`src/rtl/param_updown_counter.sv`:
```
// Parametrised up/down counter with a programmable limit, wrap/saturate/one-shot
// modes, a registered terminal-count pulse and output-enable gating of the count bus.
module param_updown_counter #(
   parameter int               WIDTH     = 8,
   parameter logic [WIDTH-1:0] LIMIT_RST = {WIDTH{1'b1}}
) (
   input  logic             clk,
   input  logic             rst_n,
   input  logic             en,
   input  logic             dir,
   input  logic [1:0]       mode,
   input  logic             load,
   input  logic [WIDTH-1:0] load_val,
   input  logic             limit_wr,
   input  logic [WIDTH-1:0] limit_val,
   input  logic             start,
   input  logic             oe,
   output logic [WIDTH-1:0] count_q,
   output logic [WIDTH-1:0] count_out,
   output logic [WIDTH-1:0] count_oe,
   output logic             tc,
   output logic             busy
);

   // state | meaning
   // IDLE  | one-shot armed, count held
   // RUN   | one-shot counting towards the terminal value
   // DONE  | one-shot reached terminal value, count held
   typedef enum logic [1:0] {
      S_IDLE = 2'b00,
      S_RUN  = 2'b01,
      S_DONE = 2'b10
   } state_t;

   localparam logic [WIDTH-1:0] ONE  = {{(WIDTH-1){1'b0}}, 1'b1};
   localparam logic [WIDTH-1:0] ZERO = '0;

   state_t           state_q;
   state_t           state_d;
   logic [WIDTH-1:0] limit_q;
   logic [WIDTH-1:0] term;
   logic [WIDTH-1:0] step_val;
   logic             mode_os;
   logic             mode_sat;
   logic             mode_wrap;
   logic             load_ok;
   logic             start_ok;
   logic             step_ok;
   logic             hit;
   logic             tc_set;

   assign mode_os   = (mode == 2'b10);
   assign mode_sat  = (mode == 2'b01);
   assign mode_wrap = ~mode_os & ~mode_sat;

   // Load outranks start, start outranks a counting step.
   assign load_ok  = load & ~oe;
   assign start_ok = mode_os & start & (state_q != S_RUN) & ~load_ok;
   assign step_ok  = en & ~load_ok & ~start_ok & (~mode_os | (state_q == S_RUN));

   assign term = dir ? ZERO : limit_q;

   always_comb begin
      step_val = count_q;
      if (!dir) begin
         if (count_q >= limit_q)
            step_val = mode_wrap ? ZERO : limit_q;
         else
            step_val = count_q + ONE;
      end else begin
         if (count_q == ZERO)
            step_val = mode_wrap ? limit_q : ZERO;
         else
            step_val = count_q - ONE;
      end
   end

   assign hit = (step_val == term);

   // Saturate re-pulses only when arriving at T from elsewhere; one-shot checks the result alone.
   always_comb begin
      tc_set = 1'b0;
      if (step_ok && hit) begin
         if (mode_sat)
            tc_set = (count_q != term);
         else
            tc_set = 1'b1;
      end
   end

   always_ff @(posedge clk or negedge rst_n) begin
      if (!rst_n)
         state_q <= S_IDLE;
      else
         state_q <= state_d;
   end

   always_comb begin
      state_d = state_q;
      if (!mode_os) begin
         state_d = S_IDLE;
      end else begin
         case (state_q)
            S_IDLE:  if (start_ok) state_d = S_RUN;
            S_RUN:   if (step_ok && hit) state_d = S_DONE;
            S_DONE:  if (start_ok) state_d = S_RUN;
            default: state_d = S_IDLE;
         endcase
      end
   end

   always_comb begin
      busy = (state_q == S_RUN);
   end

   always_ff @(posedge clk or negedge rst_n) begin
      if (!rst_n) begin
         count_q <= '0;
         limit_q <= LIMIT_RST;
         tc      <= 1'b0;
      end else begin
         if (load_ok)
            count_q <= load_val;
         else if (start_ok)
            count_q <= dir ? limit_q : ZERO;
         else if (step_ok)
            count_q <= step_val;
         if (limit_wr)
            limit_q <= limit_val;
         tc <= tc_set;
      end
   end

   assign count_out = oe ? count_q : ZERO;
   assign count_oe  = {WIDTH{oe}};

endmodule

```
`config.mk`:
```
export PLATFORM = sky130hd
export DESIGN_NAME = param_updown_counter
export DESIGN_NICKNAME = d
export VERILOG_FILES = /design/src/rtl/param_updown_counter.sv
export SDC_FILE = /design/constraint.sdc
export NUM_CORES = 1
export LEC_CHECK = 0
export BUFFER_PORTS_ARGS = -buffer_cell sky130_fd_sc_hd__buf_4
export CORE_MARGIN = 2
export CORE_UTILIZATION = 44
export DETAILED_ROUTE_END_ITERATION = 8
export GPL_TIMING_DRIVEN = 0
export HOLD_SLACK_MARGIN = 0.15
export PLACE_DENSITY = 0.74
export SYNTH_ARGS = -nofsm -noshare
export SYNTH_HDL_FRONTEND = slang
export SYNTH_SLANG_ARGS = --single-unit
```
`constraint.sdc`:
```
create_clock -name clk -period 3.6 [get_ports clk]
set_input_delay 0.9 -clock clk [delete_from_list [all_inputs] [get_ports clk]]
set_output_delay 0.9 -clock clk [all_outputs]
set_load 0.03 [all_outputs]
```
After elaboration in Yosys (flattened, before gate mapping)
Index checks and enable logic that the tools add are counted.

Bits in registers: 19. Latch bits: 0. RAM bits: 0. Memory bits (read-only): 0. Bits of input ports: 26. Logic and storage cells: 53. Memories kept: 0.

Add/subtract/negate cells: 2. Multipliers: 0. Div/mod/pow operators: 0. Magnitude comparators: 1. Equal/unequal tests: 9. Shift operators: 0. Multiplexer cells: 17. Bitwise gates (word level): 14. Reduce and logical (&&, ||, !) cells: 6.

Operators with widths (number): $mux 8 (11); $add 8x1->8 const B (1); $and 1x1->1 (8); $eq 8x8->1 (1); $ge 8x8->1 (1); $logic_not 8->1 (1); $ne 8x8->1 (1); $sub 8x1->8 const B (1); $mux 2 (3); $ne 3x2->1 const B (2); $not 1->1 (5); $eq 2x1->1 const B (2); $eq 2x2->1 const B (2); $pmux 2 s2 (1); $reduce_bool 3->1 (1); $logic_not 2->1 (1); $mux 1 (2); $ne 2x1->1 const B (1); $reduce_and 2->1 (1); $reduce_or 2->1 (1); $logic_and 1x1->1 (1); $or 1x1->1 (1).

Logic depth before layout (Yosys ltp)
Word-level depth: 11. Mapped depth: 12.

Worst setup path after synthesis
OpenSTA, ideal clock, no wires.

Kind: register -> register. Start: register count_q[0]. End: register tc. Library setup time: 0.066 ns. Arrival: 2.878 ns. Setup slack: 0.656 ns. Stages on the path, launching flop included: 12. Period minus slack after synthesis: 2.944 ns. Cells stage by stage: dfrtp_1 > inv_1 > ha_1 > and3_1 > o21ai_1 > a311o_1 > and2_1 > buf_2 > and3_1 > o41a_1 > nor4_2 > o31a_1.

Cells in the longest elaborated chain, start to end: 6. Elaborated cells on any way between the ends: 12. Those cells by class: add/sub: 2; order compare: 1; eq/ne: 2; mux: 5; reduce/logical: 2.

RTL lines: from (decl) (RTL line 18) `output logic [WIDTH-1:0] count_q,`; from (signal assigned) (RTL line 123) `count_q <= load_val;`; from (signal assigned) (RTL line 125) `count_q <= dir ? limit_q : ZERO;`; from (signal assigned) (RTL line 127) `count_q <= step_val;`; $add 8x1->8, or another cell as far along (RTL line 69) `step_val = count_q + ONE;`; $mux 8, on equally long branches (RTL line 66, 71); $mux 8 (RTL line 65) `if (!dir) begin`; $eq 8x8->1 (RTL line 78) `assign hit = (step_val == term);`; $logic_and 1x1->1 (RTL line 83) `if (step_ok && hit) begin`; $mux 1 * (RTL line 83); net tc_set (RTL line 50) `logic tc_set;`; to (signal assigned) (RTL line 130) `tc <= tc_set;`; to (decl) (RTL line 21) `output logic tc,`.

The timed path passes the listed nets; every way through them passes the cells marked *. A chain may end at the register's enable or synchronous reset.

Worst setup path after layout
Start: register limit_q[1]. End: register state_q[1].

Cells in the longest elaborated chain, start to end: 7. Elaborated cells on any way between the ends: 11. Those cells by class: order compare: 1; eq/ne: 2; mux: 6; reduce/logical: 2.

RTL lines: from (decl) (RTL line 40) `logic [WIDTH-1:0] limit_q;`; from (signal assigned) (RTL line 129) `limit_q <= limit_val;`; $ge 8x8->1, or another cell as far along (RTL line 66) `if (count_q >= limit_q)`; $mux 8, on equally long branches (RTL line 66, 71); $mux 8 (RTL line 65); $eq 8x8->1 * (RTL line 78); $logic_and 1x1->1 * (RTL line 105) `S_RUN: if (step_ok && hit) state_d = S_DONE;`; $ne 3x2->1 (no source line) *; $reduce_and 2->1 (no source line) *; to (signal assigned) (RTL line 95) `state_q <= state_d;`; to (decl) (RTL line 38) `state_t state_q;`.

Mark *: on every way between the ends. The rest lies on a longest branch, timed or not.

==> results by group <==
Cells and area
  • Net count, final: 383
  • Post-layout util: 56.8%
  • Most common cell after layout, fill and taps aside: buf_4
  • Finished Layout Cells: 410
  • Area Overhead vs Synth: 23.3%
  • Layout cells sized above 1: 25.7%
  • Fillers: 470
  • Final instance area: 2700 um^2
  • ANT cells: 0
  • Most frequent cells in the layout: buf_4 (60), nand2_1 (25), nor2_1 (22), o21ai_0 (21), a21oi_1 (19)

Synthesis
  • Adder and majority cell fraction of the synthesized area: 7.43%
  • Yosys cell types: 59
  • Syn Area/Cell: 7.58 um^2
  • Post-synthesis mux area share: 1.43%
  • Largest family of logic cells by synthesized area: compound AO/OA/AOI/OAI gates
  • Synth Cell Area: 2190 um^2
  • Compound-gate portion of the synthesized area: 27.9%
  • Ys flop type: dfrtp_1
  • Post-synthesis simple-gate area fraction: 24.7%
  • XOR/XNOR Fraction of Synth Area: 6.00%
  • Syn_nets: 328
  • Number of flops mapped to enable cells by yosys: 0
  • Synth Register Bits: 19
  • Seq/Total Area, Yosys: 22.2%
  • Syn Inst Count: 289
  • Async SR Flop Fraction: 100%
  • Synth Warn #: 0

Clocking
  • Cts bufs inserted: 3
  • Clock Latency Late Sink: 0.27 ns
  • H-tree depth: 1
  • Post-CTS Hold Buffers: 0
  • Clock transition at the registers of the reported paths: 0.09 ns
  • CTS sink cnt: 19
  • Clock root cell: clkbuf_8
  • Clock Path Buffers: 2
  • CTS tree: done

Place
  • Gpl congestion: 0.953
  • Cells after DPL: 407
  • Hpwl dp: 5590 um
  • IO buf count: 51
  • Placed inst area: 2660 um^2

Timing
  • Clock skew: 0.0145 ns
  • Pins Over Slew Limit: 0
  • Slew Limit Headroom: 42.3%
  • Final Hold Fails: 0
  • Period minus WS final: 3.32 ns
  • Tightest Pin Transition: 0.866 ns
  • Fin crit share: 92.3%
  • Setup TNS: 0 ns
  • RSZ-0062 raised after global routing: no
  • Final setup vio count: 0
  • Fmax achieved: 301 MHz

Worst setup path
  • Worst path required time: 3.75 ns
  • Setup CP Type: register to register
  • Critical path endpoint category: register
  • CP Max Fanout: 10
  • Reg2reg setup slack: 0.28 ns
  • Arrival @ worst endpoint: 3.47 ns
  • CP startpoint kind: register

Detailed routing
  • Vias: 2,490
  • DRC violations left: 0
  • Drt first-iter violations: 350
  • Final WL: 7410 um
  • Routed Antenna Nets: 0
  • DR pass1 iterations: 6
  • DR WL/cell: 18.1 um
  • Routed vias/inst: 6.07

Global routing
  • First-pass GRT wire length: 11,800 um
  • GRT Residual Overflow: 0
  • Number of global-route vias before repair: 2,339
  • Initial antenna violation count: 0
  • Largest net degree at the start of global routing: 20
  • GRT Util Overall: 28.0%

Floorplan
  • DIE WIDTH: 74.5 um
  • Total die area: 5560 um^2
  • Die Height: 74.5 um
  • Initial core utilization: 46.1%
  • I/O Pins: 52
  • Row count: 25
  • Core Box Area: 4750 um^2

Status
  • Status: complete, no violations

Power
  • Worst vdd ir: 247 uV
  • Cell leakage power: 1.16 nW
  • Cell Pwr Density: 519 nW/um^2

Flow run
  • Max Cap Violations: 0

Hold path
  • Hold/Removal Path Class: input pin to async pin
synth_stat cells, drive strengths merged, types with 2 or more instances:
master / number / share of area [%]
a22o: 2 / 0.80
o221ai: 2 / 0.80
xor2: 6 / 2.4
nand4: 2 / 0.57
a2111oi: 2 / 0.80
o211ai: 7 / 2.4
ha: 13 / 7.4
nor2b: 7 / 2.0
a311o: 2 / 0.91
dfrtp: 11 / 13
mux2i: 2 / 0.91
a41oi: 2 / 0.80
and3: 4 / 1.1
buf: 17 / 5.1
dfstp: 8 / 9.6
and2: 9 / 2.6
nand3: 10 / 2.3
a22oi: 7 / 2.4
o2111ai: 2 / 0.80
nor2: 22 / 3.8
o21ai: 24 / 5.5
nand2b: 2 / 0.57
a222oi: 2 / 0.91
a21oi: 19 / 4.3
nand2: 25 / 4.3
o311a: 2 / 0.91
a221o: 2 / 0.91
xnor2: 9 / 3.6
nor3b: 2 / 0.69
nor3: 8 / 2.6
nand3b: 2 / 0.69
clkbuf: 13 / 2.5
a31oi: 7 / 2.0
nor4: 4 / 1.4
inv: 16 / 2.7
cells by family (layout without fill, tap and decap cells):
group	count (synthesis)	in the layout
compound gates	91	91
xor+xnor	15	15
mux	3	3
buf+inv	46	100
simple gates	102	102
flops	19	19
fa+ha+maj	13	13
metrics by stage:
stage | power, mW | hold WS, ns | worst slack [ns]
5_1_grt | 1.50 | 0.514 | 0.0601
4_1_cts | 1.38 | 0.506 | 0.0717
3_3_place_gp | 1.22 | 0.537 | 0.110
6_report | 1.40 | 0.503 | 0.276
3_5_place_dp | 1.22 | 0.541 | 0.129
2_1_floorplan | 0.939 | 0.511 | 0.656
layout make-up:
class,instances,area (um^2),share of cell area (%)
multi-input combinational,224,1480,54.8
timing repair buffer,51,383,14.2
inverter,16,60.1,2.22
clock inverter,1,5.00,0.185
clock buffer,3,41.3,1.53
sequential,19,485,18.0
buffer,29,163,6.02
tap,67,83.8,3.10
report_power, final:
| part | switching [mW] | total, mW | internal [mW] |
|---|---|---|---|
| registers | 0.0627 | 0.317 | 0.255 |
| clock network | 0.0821 | 0.159 | 0.0772 |
| logic | 0.570 | 0.925 | 0.355 |
registers in the layout (all words and copies together) (netlist names):
| name | count |
|---|---|
| limit_q | 8 |
| state_q | 2 |
| count_q | 8 |
| tc | 1 |
worst max-delay path, cell delays in order, from the launching register on:
cell and delay [ns]:
dfstp_2 0.60, inv_1 0.12, ha_1 0.30, nor2b_1 0.13
o211ai_1 0.16, a311o_1 0.31, and2_1 0.16, buf_2 0.17
buf_2 0.24, a21oi_1 0.10, a2111oi_1 0.55, nor4_2 0.13
a31o_1 0.24
final timing paths:
kind,to,from,cells after the start
max in group asynchronous,limit_q[6],rst_n,1
hold / removal,count_q[3],rst_n,1
setup / recovery,state_q[1],limit_q[1],12
hold reg to reg,state_q[0],state_q[0],2
min in group clk,state_q[0],state_q[0],2
setup reg to reg,state_q[1],limit_q[1],12
per-layer routing:
metal	vias to the layer above	GRT usage [%]	share of wire [%]
li1	1158	-	-
met2	166	45.8	46
met5	-	0	0
met1	1148	38.8	40
met4	0	7.74	1.9
met3	18	3.93	12
what timing repair did:
action,4_1_cts,5_1_grt
resized for setup,0,1
buffers inserted,0,0
endpoints found under the setup margin,0,3
Note: power is estimated with default switching activity, not from simulation.
